<file path="src/rtl/gf16_mul_feeder.sv">
// Operand FIFO and share-refresh stage feeding the masked GF(16) multiplier.
// Build option: define GF16_FEEDER_REFRESH_EN to enable LFSR share refresh (default: shares pass through).
module gf16_mul_feeder #(
   parameter int unsigned FIFO_DEPTH = 2,
   parameter int unsigned MUL_LAT    = 1,
   parameter logic [15:0] LFSR_SEED  = 16'hACE1
) (
   input  logic       clk,
   input  logic       rst,
   input  logic       seed_load,
   input  logic [15:0] seed,
   input  logic       in_valid,
   output logic       in_ready,
   input  logic [3:0] in_a0,
   input  logic [3:0] in_a1,
   input  logic [3:0] in_b0,
   input  logic [3:0] in_b1,
   input  logic [3:0] in_c0,
   input  logic [3:0] in_c1,
   input  logic       issue_en,
   output logic [3:0] mul_a0,
   output logic [3:0] mul_a1,
   output logic [3:0] mul_b0,
   output logic [3:0] mul_b1,
   output logic [3:0] mul_c0,
   output logic [3:0] mul_c1,
   output logic       mul_issue,
   output logic       res_valid,
   output logic       busy
);

   localparam int unsigned PTR_W = (FIFO_DEPTH > 1) ? $clog2(FIFO_DEPTH) : 1;
   localparam int unsigned CNT_W = PTR_W + 1;
   localparam int unsigned SET_W = 24;

   // Operand set layout: {a0, a1, b0, b1, c0, c1}
   logic [SET_W-1:0] mem_q [FIFO_DEPTH];
   logic [SET_W-1:0] mem_d [FIFO_DEPTH];
   logic [PTR_W-1:0] wr_ptr_q, wr_ptr_d;
   logic [PTR_W-1:0] rd_ptr_q, rd_ptr_d;
   logic [CNT_W-1:0] count_q, count_d;
   logic [SET_W-1:0] mul_q, mul_d;
   logic             mul_issue_q, mul_issue_d;
   logic [MUL_LAT-1:0] vpipe_q, vpipe_d;

   logic             full;
   logic             empty;
   logic             push;
   logic             pop;
   logic [11:0]      r;
   logic [SET_W-1:0] head;
   logic [SET_W-1:0] mask;

   assign full     = (count_q == CNT_W'(FIFO_DEPTH));
   assign empty    = (count_q == '0);
   assign in_ready = !rst && !full;
   assign push     = in_valid && in_ready;
   assign pop      = issue_en && !empty;
   assign head     = mem_q[rd_ptr_q];
   assign mask     = {r[3:0], r[3:0], r[7:4], r[7:4], r[11:8], r[11:8]};

`ifdef GF16_FEEDER_REFRESH_EN
   logic [15:0] lfsr_q, lfsr_d, lfsr_adv;

   // Twelve unrolled Fibonacci steps, taken only when a set is issued
   always_comb begin
      lfsr_adv = lfsr_q;
      for (int unsigned i = 0; i < 12; i++) begin
         lfsr_adv = {lfsr_adv[14:0], lfsr_adv[15] ^ lfsr_adv[13] ^ lfsr_adv[12] ^ lfsr_adv[10]};
      end
   end

   always_comb begin
      lfsr_d = lfsr_q;
      if (seed_load) begin
         lfsr_d = (seed == 16'h0000) ? LFSR_SEED : seed;
      end else if (pop) begin
         lfsr_d = lfsr_adv;
      end
   end

   assign r = lfsr_q[11:0];

   always_ff @(posedge clk) begin
      if (rst) begin
         lfsr_q <= LFSR_SEED;
      end else begin
         lfsr_q <= lfsr_d;
      end
   end
`else
   logic unused_seed;
   assign unused_seed = ^{seed_load, seed};
   assign r = 12'h000;
`endif

   // FIFO storage, pointers and occupancy
   always_comb begin
      mem_d    = mem_q;
      wr_ptr_d = wr_ptr_q;
      rd_ptr_d = rd_ptr_q;
      count_d  = count_q;
      if (push) begin
         mem_d[wr_ptr_q] = {in_a0, in_a1, in_b0, in_b1, in_c0, in_c1};
         wr_ptr_d        = PTR_W'(wr_ptr_q + PTR_W'(1));
      end
      if (pop) begin
         rd_ptr_d = PTR_W'(rd_ptr_q + PTR_W'(1));
      end
      case ({push, pop})
         2'b10:   count_d = CNT_W'(count_q + CNT_W'(1));
         2'b01:   count_d = CNT_W'(count_q - CNT_W'(1));
         default: count_d = count_q;
      endcase
   end

   // Issue register holds its value while idle so the multiplier inputs never toggle
   always_comb begin
      mul_d       = mul_q;
      mul_issue_d = pop;
      if (pop) begin
         mul_d = head ^ mask;
      end
   end

   always_comb begin
      vpipe_d    = vpipe_q;
      vpipe_d[0] = mul_issue_q;
      for (int unsigned i = 1; i < MUL_LAT; i++) begin
         vpipe_d[i] = vpipe_q[i-1];
      end
   end

   always_ff @(posedge clk) begin
      mem_q <= mem_d;
   end

   always_ff @(posedge clk) begin
      if (rst) begin
         wr_ptr_q    <= '0;
         rd_ptr_q    <= '0;
         count_q     <= '0;
         mul_q       <= '0;
         mul_issue_q <= 1'b0;
         vpipe_q     <= '0;
      end else begin
         wr_ptr_q    <= wr_ptr_d;
         rd_ptr_q    <= rd_ptr_d;
         count_q     <= count_d;
         mul_q       <= mul_d;
         mul_issue_q <= mul_issue_d;
         vpipe_q     <= vpipe_d;
      end
   end

   assign mul_a0    = mul_q[23:20];
   assign mul_a1    = mul_q[19:16];
   assign mul_b0    = mul_q[15:12];
   assign mul_b1    = mul_q[11:8];
   assign mul_c0    = mul_q[7:4];
   assign mul_c1    = mul_q[3:0];
   assign mul_issue = mul_issue_q;
   assign res_valid = vpipe_q[MUL_LAT-1];
   assign busy      = !empty || mul_issue_q || (|vpipe_q);

endmodule

</file>
<file path="config.mk">
export PLATFORM = sky130hd
export DESIGN_NAME = gf16_mul_feeder
export DESIGN_NICKNAME = d
export VERILOG_FILES = /design/src/rtl/gf16_mul_feeder.sv
export SDC_FILE = /design/constraint.sdc
export NUM_CORES = 1
export LEC_CHECK = 0
export BUFFER_PORTS_ARGS = -buffer_cell sky130_fd_sc_hd__clkbuf_2
export CORE_ASPECT_RATIO = 1.4
export CORE_MARGIN = 4
export CORE_UTILIZATION = 35
export CTS_CLUSTER_DIAMETER = 200
export DETAILED_ROUTE_END_ITERATION = 8
export PLACE_DENSITY_LB_ADDON = 0.1
export SYNTH_ARGS = -nofsm -noshare
export SYNTH_HDL_FRONTEND = slang
export SYNTH_SLANG_ARGS = --single-unit
</file>
<file path="constraint.sdc">
create_clock -name clk -period 5.8 [get_ports clk]
set_input_delay 1.16 -clock clk [delete_from_list [all_inputs] [get_ports clk]]
set_output_delay 1.16 -clock clk [all_outputs]
set_load 0.005 [all_outputs]
</file>
==> results of run 1 <==
## per-stage QoR
stage,total power (uW),utilization
4_1_cts,1700,0.439
6_report,1670,0.439
3_5_place_dp,1140,0.402
2_1_floorplan,1040,-
5_1_grt,1770,0.439
3_3_place_gp,1130,0.402
## registers in the layout, indices dropped and copies added, names as in the netlist
signal	cells
rd_ptr_q	1
mul_q	24
mul_issue	1
count_q	2
wr_ptr_q	1
mem_q	48
res_valid	1
## area by class of cell
cell class                 instances  area, um2
clock inverter                     4       45.0
multi-input combinational         92        790
clock buffer                      12        256
timing repair buffer              59        305
fill                             750       4570
sequential                        78       2040
inverter                           2       7.51
tap                              102        128
## worst max path at each step
stage | cells after the start | from | to | slack, ps
floorplan | 1 | rst | mem_q[24] | 1680
global placement | 3 | rst | in_ready | 2310
detailed placement | 3 | rst | in_ready | 2310
CTS | 3 | rst | in_ready | 2320
global route | 3 | rst | in_ready | 2260
finish | 3 | rst | in_ready | 2370
## cells in the mapped netlist
cell type,instances,share of area
mux2i_1,24,0.082
nand2b_1,1,0.0021
or4_2,1,0.0030
a211oi_1,1,0.0026
xor2_1,1,0.0030
buf_4,5,0.013
o21ai_0,1,0.0017
edfxtp_1,48,0.49
buf_8,1,0.0051
a21oi_1,1,0.0017
and2_1,1,0.0021
ha_1,1,0.0043
o21a_1,1,0.0026
o211ai_1,1,0.0026
dfxtp_1,30,0.20
nor4_1,1,0.0021
or3_1,1,0.0021
nand2_1,1,0.0013
nor2b_1,2,0.0043
nor2_1,17,0.022
buf_6,3,0.012
inv_1,2,0.0026
a211oi_2,23,0.098
xnor2_1,2,0.0060
nor2_2,10,0.021
and3_1,1,0.0021
buf_2,3,0.0051
## report_power, final
part           internal, uW  switching, uW  total [uW]
clock                   354            199         553
combinational           176            178         353
sequential              684           78.7         763
total                  1210            456        1670
## cell families after synthesis
logic type / after synthesis / synth area share
multiplexers: 24 / 0.0819
AND/OR/NAND/NOR: 36 / 0.0623
buffers and inverters: 14 / 0.0371
adder cells (fa/ha/maj): 1 / 0.00427
flip-flops: 78 / 0.696
AO/OA/AOI/OAI: 28 / 0.109
XOR/XNOR: 3 / 0.00896
## routing by layer
layer | wire length (um) | vias up | GRT usage
met4 | 108 | 0 | 0.0602
li1 | - | 800 | -
met1 | 2340 | 770 | 0.132
met2 | 2530 | 38 | 0.188
met5 | 0 | - | 0
met3 | 282 | 8 | 0.0388
==> impl_metrics.csv, run 1 <==
group,metric,value,unit
outcome,outcome,"complete, no violations",
layout,layout_commonest_cell,"clkbuf_2",
place,place.gp.congestion,0.690,
floorplanning,core,0.00815,mm2
critical_path,endpoint_kind,"primary output",
critical_path,r2r_slack,3700,ps
layout,fin_nets,288,
critical_path,start_kind,"primary input",
sta,hold_ws,495,ps
detailed_routing,firstDrtPassIters,4,
sta,finClkSkew,5.73,ps
sta,slew_viol_final,0,
hold_path,hp-class,"flip-flop to flip-flop",
critical_path,critical_path.most_common_cell,"clkbuf_2",
layout,synthToLayoutAreaGrowth,21.9,%
global_route,overflow,0,
place,hpwl,3250,um
cts,clk_latency,320,ps
critical_path,worst-setup-path-type,"primary input to primary output",
detailed_routing,first_iter_violations,92,
sta,worstMarginPinSlew,1030,ps
critical_path,slowest_delay,760,ps
sta,fmax,0.292,GHz
detailed_routing,viasPerCell,4.63,
place,pre_cts_ws,2310,ps
sta,fin_crit,3430,ps
critical_path,rr_startpoint,"count_q[0]",
place,port_buffers,55,
global_route,grt_pass1_vias,1683,
place,dpl-instance-area,0.00327,mm2
synth,synth-seq-area-share,0.696,
global_route,grt_pass1_wl,8370,um
synth,synth_warnings,0,
layout,final_cells,349,
floorplanning,core.rowCount,39,
critical_path,cp_num_buf_inv,2,
sta,rsz0062_at_grt,"no",
critical_path,cp_cell_sequence,"clkbuf_2 > nor2_1 > clkbuf_2",
cts,tritoncts,"built",
cts,cts_setup_buffers,0,
synth,syn_inst,184,
synth,netlist_area,0.00293,mm2
cts,holdBufCountCts,0,
sta,fin_setup_tns,0,ps
cts,clkSinkCount,78,
cts,clockBufferDepth,2,
synth,synth_cell_types,27,
critical_path,cpLargestDelayFamily,"buffers and inverters",
layout,diodes,0,
detailed_routing,ant_nets,0,
pwr,power_leakage,0.00129,uW
global_route,grt_max_degree,52,
cts,cts_resized,0,
synth,synth_nets,230,
floorplanning,die_w,85.4,um
critical_path,ff2ff_path_depth,5,
global_route,track_usage,0.115,
critical_path,critPathSlowestCell,"clkbuf_2",
sta,final_hold_viol_count,0,
layout,drive_gt1_frac,0.449,
sta,fin_ws,2370,ps
sta,fin_crit_sh,0.591,
hold_path,worst_hold_path.endpoint,"res_valid",
floorplanning,start_util,0.360,
hold_path,hold_start,"mul_issue",
layout,final_cell_mix,"clkbuf_2 (55), edfxtp_1 (48), dfxtp_1 (29), mux2i_1 (24), a211oi_2 (23)",
sta,finalSetupViolations,0,
critical_path,critical_path_required,4640,ps
critical_path,rr_endpoint,"count_q[1]",
detailed_routing,drc,0,
floorplanning,die_height,116,um
cts,clk_pin_slew,50,ps
global_route,antenna_found_initial,0,
floorplanning,pin_count,73,
cts,cts_root_buffer,"clkbuf_16",
hold_path,holdPathStages,1,
critical_path,critPathArrivalTime,2270,ps
run,maxCapViolations,0,
layout,final_area,0.00357,mm2
detailed_routing,drt_wl_total,5250,um
detailed_routing,vias,1616,
synth,postSynthRegisterBits,78,
critical_path,crit_fanout,31,
synth,synth_area_per_cell,15.9,um2
detailed_routing,post_drt_wl_per_cell,15.1,um
sta,relSlewSlack,0.315,
place,placed_cells,333,
cts,h-tree-depth,3,
floorplanning,dieArea,0.00993,mm2
pwr,ir_worst_vdd,0.354,mV
pwr,p_per_area,467,mW/mm2
cts,cts_buffers,9,
(Power assumes the default switching activity.)
==> run 2, diff against run 1 <==
==> constraint.sdc (replaced) <==
create_clock -name clk -period 3 [get_ports clk]
set_input_delay 0.6 -clock clk [delete_from_list [all_inputs] [get_ports clk]]
set_output_delay 0.6 -clock clk [all_outputs]
set_load 0.005 [all_outputs]
==> run 2 against run 1 <==
Against the previous run: first-iteration DRC count down 6.5%; sequential power up 94%; count of clock-buffer cells in the layout down 1; non-clock buffer count up 2; register-to-register slack worse by 2400 ps; largest power group unchanged; flip-flop and latch count unchanged; critical path depth down 1; utilization up 0.35 points; hold slack worse by 35 ps; critical endpoint is now busy; combinational power up 95%; global-route usage up 0.41 points; clock power up 100%.
==> impl_metrics.csv, run 2 (synthesis gave the netlist of run 1 again) <==
group,metric,value,unit
layout,fillers,739,
sta,fin_crit,2070,ps
cts,clk_latency,330,ps
sta,fmax,0.484,GHz
global_route,grt_pass1_wl,8580,um
detailed_routing,first_iter_violations,86,
sta,rsz0062_at_grt,"no",
layout,layout_commonest_cell,"clkbuf_2",
cts,tritoncts,"built",
pwr,seqPwrFrac,0.451,
global_route,track_usage,0.119,
floorplanning,die_w,85.4,um
hold_path,hp-class,"primary input to flip-flop",
pwr,ir_worst_vdd,0.559,mV
detailed_routing,firstDrtPassIters,5,
global_route,antenna_found_initial,0,
run,maxCapViolations,0,
detailed_routing,ant_nets,0,
layout,diodes,0,
critical_path,worst-setup-path-type,"flip-flop to primary output",
critical_path,endpoint_kind,"primary output",
detailed_routing,drt_wl_total,5290,um
cts,h-tree-depth,3,
floorplanning,start_util,0.360,
place,place.gp.congestion,0.669,
cts,cts_root_buffer,"clkbuf_16",
cts,clk_pin_slew,50,ps
place,hpwl,3290,um
floorplanning,core,0.00815,mm2
cts,holdBufCountCts,0,
pwr,p_int,2390,uW
cts,clockBufferDepth,2,
detailed_routing,post_drt_wl_per_cell,15.1,um
cts,cts_buffers,9,
sta,slew_viol_final,0,
floorplanning,dieArea,0.00993,mm2
global_route,grt_max_degree,51,
floorplanning,die_height,116,um
layout,final_cell_mix,"clkbuf_2 (55), edfxtp_1 (48), dfxtp_1 (29), mux2i_1 (24), a211oi_2 (23)",
sta,final_hold_viol_count,0,
pwr,switching_share,0.271,
detailed_routing,vias,1620,
cts,cts_setup_buffers,0,
layout,top_regs,"mem_q (48), mul_q (24), count_q (2)",
critical_path,critPathArrivalTime,1470,ps
layout,regMostFlops,"mem_q",
critical_path,critical_path_required,2400,ps
layout,fin_nets,290,
cts,clkSinkCount,78,
cts,cts_resized,0,
pwr,p_switching,888,uW
floorplanning,pin_count,73,
pwr,power_leakage,0.00130,uW
floorplanning,core.rowCount,39,
pwr,power.share.combinational,0.210,
global_route,grt_pass1_vias,1644,
sta,fin_crit_sh,0.689,
pwr,pwr-share-clk,0.339,
sta,worstMarginPinSlew,869,ps
outcome,outcome,"complete, no violations",
layout,drive_gt1_frac,0.446,
detailed_routing,viasPerCell,4.62,
sta,finClkSkew,3.66,ps
layout,synthToLayoutAreaGrowth,22.9,%
detailed_routing,drc,0,
sta,finalSetupViolations,0,
critical_path,crit_fanout,5,
sta,relSlewSlack,0.421,
pwr,p_per_area,909,mW/mm2
critical_path,start_kind,"flip-flop",
sta,fin_setup_tns,0,ps
layout,largest_reg_flops,48,
global_route,overflow,0,
layout,post-route-util,0.442,
place,port_buffers,55,
==> run 2: cell count changes in the layout (fill, tap and decap cells not counted) <==
| cell | before | now |
|---|---|---|
| buf_4 | 4 | 6 |
| bufinv_16 | 1 | 2 |
| clkbuf_1 | 1 | 2 |
| clkbuf_8 | 2 | 0 |
| clkinv_1 | 0 | 1 |
| clkinv_2 | 3 | 2 |
| nor4_2 | 1 | 0 |
| nor4_4 | 0 | 1 |
==> run 2: layer usage <==
metal  GRT usage  share of wire  vias up
li1            -              -      804
met1       0.143           0.42      761
met2       0.183           0.49       41
met3      0.0311          0.053       14
met4      0.0855          0.033        0
met5           0              0        -
==> run 2: area by class of cell <==
| class | instances | area, um2 | area share |
|---|---|---|---|
| Timing Repair Buffer | 61 | 320 | 0.0889 |
| Clock buffer | 11 | 233 | 0.0646 |
| Multi-Input combinational cell | 92 | 798 | 0.222 |
| Inverter | 2 | 7.51 | 0.00208 |
| Sequential cell | 78 | 2040 | 0.567 |
| Clock inverter | 5 | 73.8 | 0.0205 |
| Tap cell | 102 | 128 | 0.0354 |
==> run 2: path summary, 6_finish.rpt <==
check        startpoint         end  slack (ps)  depth (start not counted)
max reg2reg  count_q[1]  count_q[1]        1270                          6
max          count_q[0]        busy         930                          2
min reg2reg   mul_issue   res_valid         490                          1
min            in_a1[3]   mem_q[43]         460                          1
==> run 2: critical path, cell delays in order, from the launching register on <==
cell and delay [ps]:
dfxtp_1 350, or4_2 650, clkbuf_2 140
==> run 2: stage by stage <==
step / setup slack, ps / total power [uW] / cells / hold slack, ps / area (um2)
2_1_floorplan: 494 / 2000 / 184 / 472 / 2940
3_3_place_gp: 918 / 2200 / 335 / 480 / 3300
3_5_place_dp: 883 / 2210 / 335 / 482 / 3300
4_1_cts: 916 / 3340 / 351 / 446 / 3600
5_1_grt: 877 / 3470 / 351 / 448 / 3600
6_report: 934 / 3280 / 351 / 460 / 3600
==> run 2: power by group through the flow <==
stage	registers [uW]	logic, uW	clock network [uW]
after floorplan	1430	570	0
after global placement	1500	701	0
after detailed placement	1510	703	0
after CTS	1480	708	1150
after global routing	1500	770	1200
final	1480	689	1110
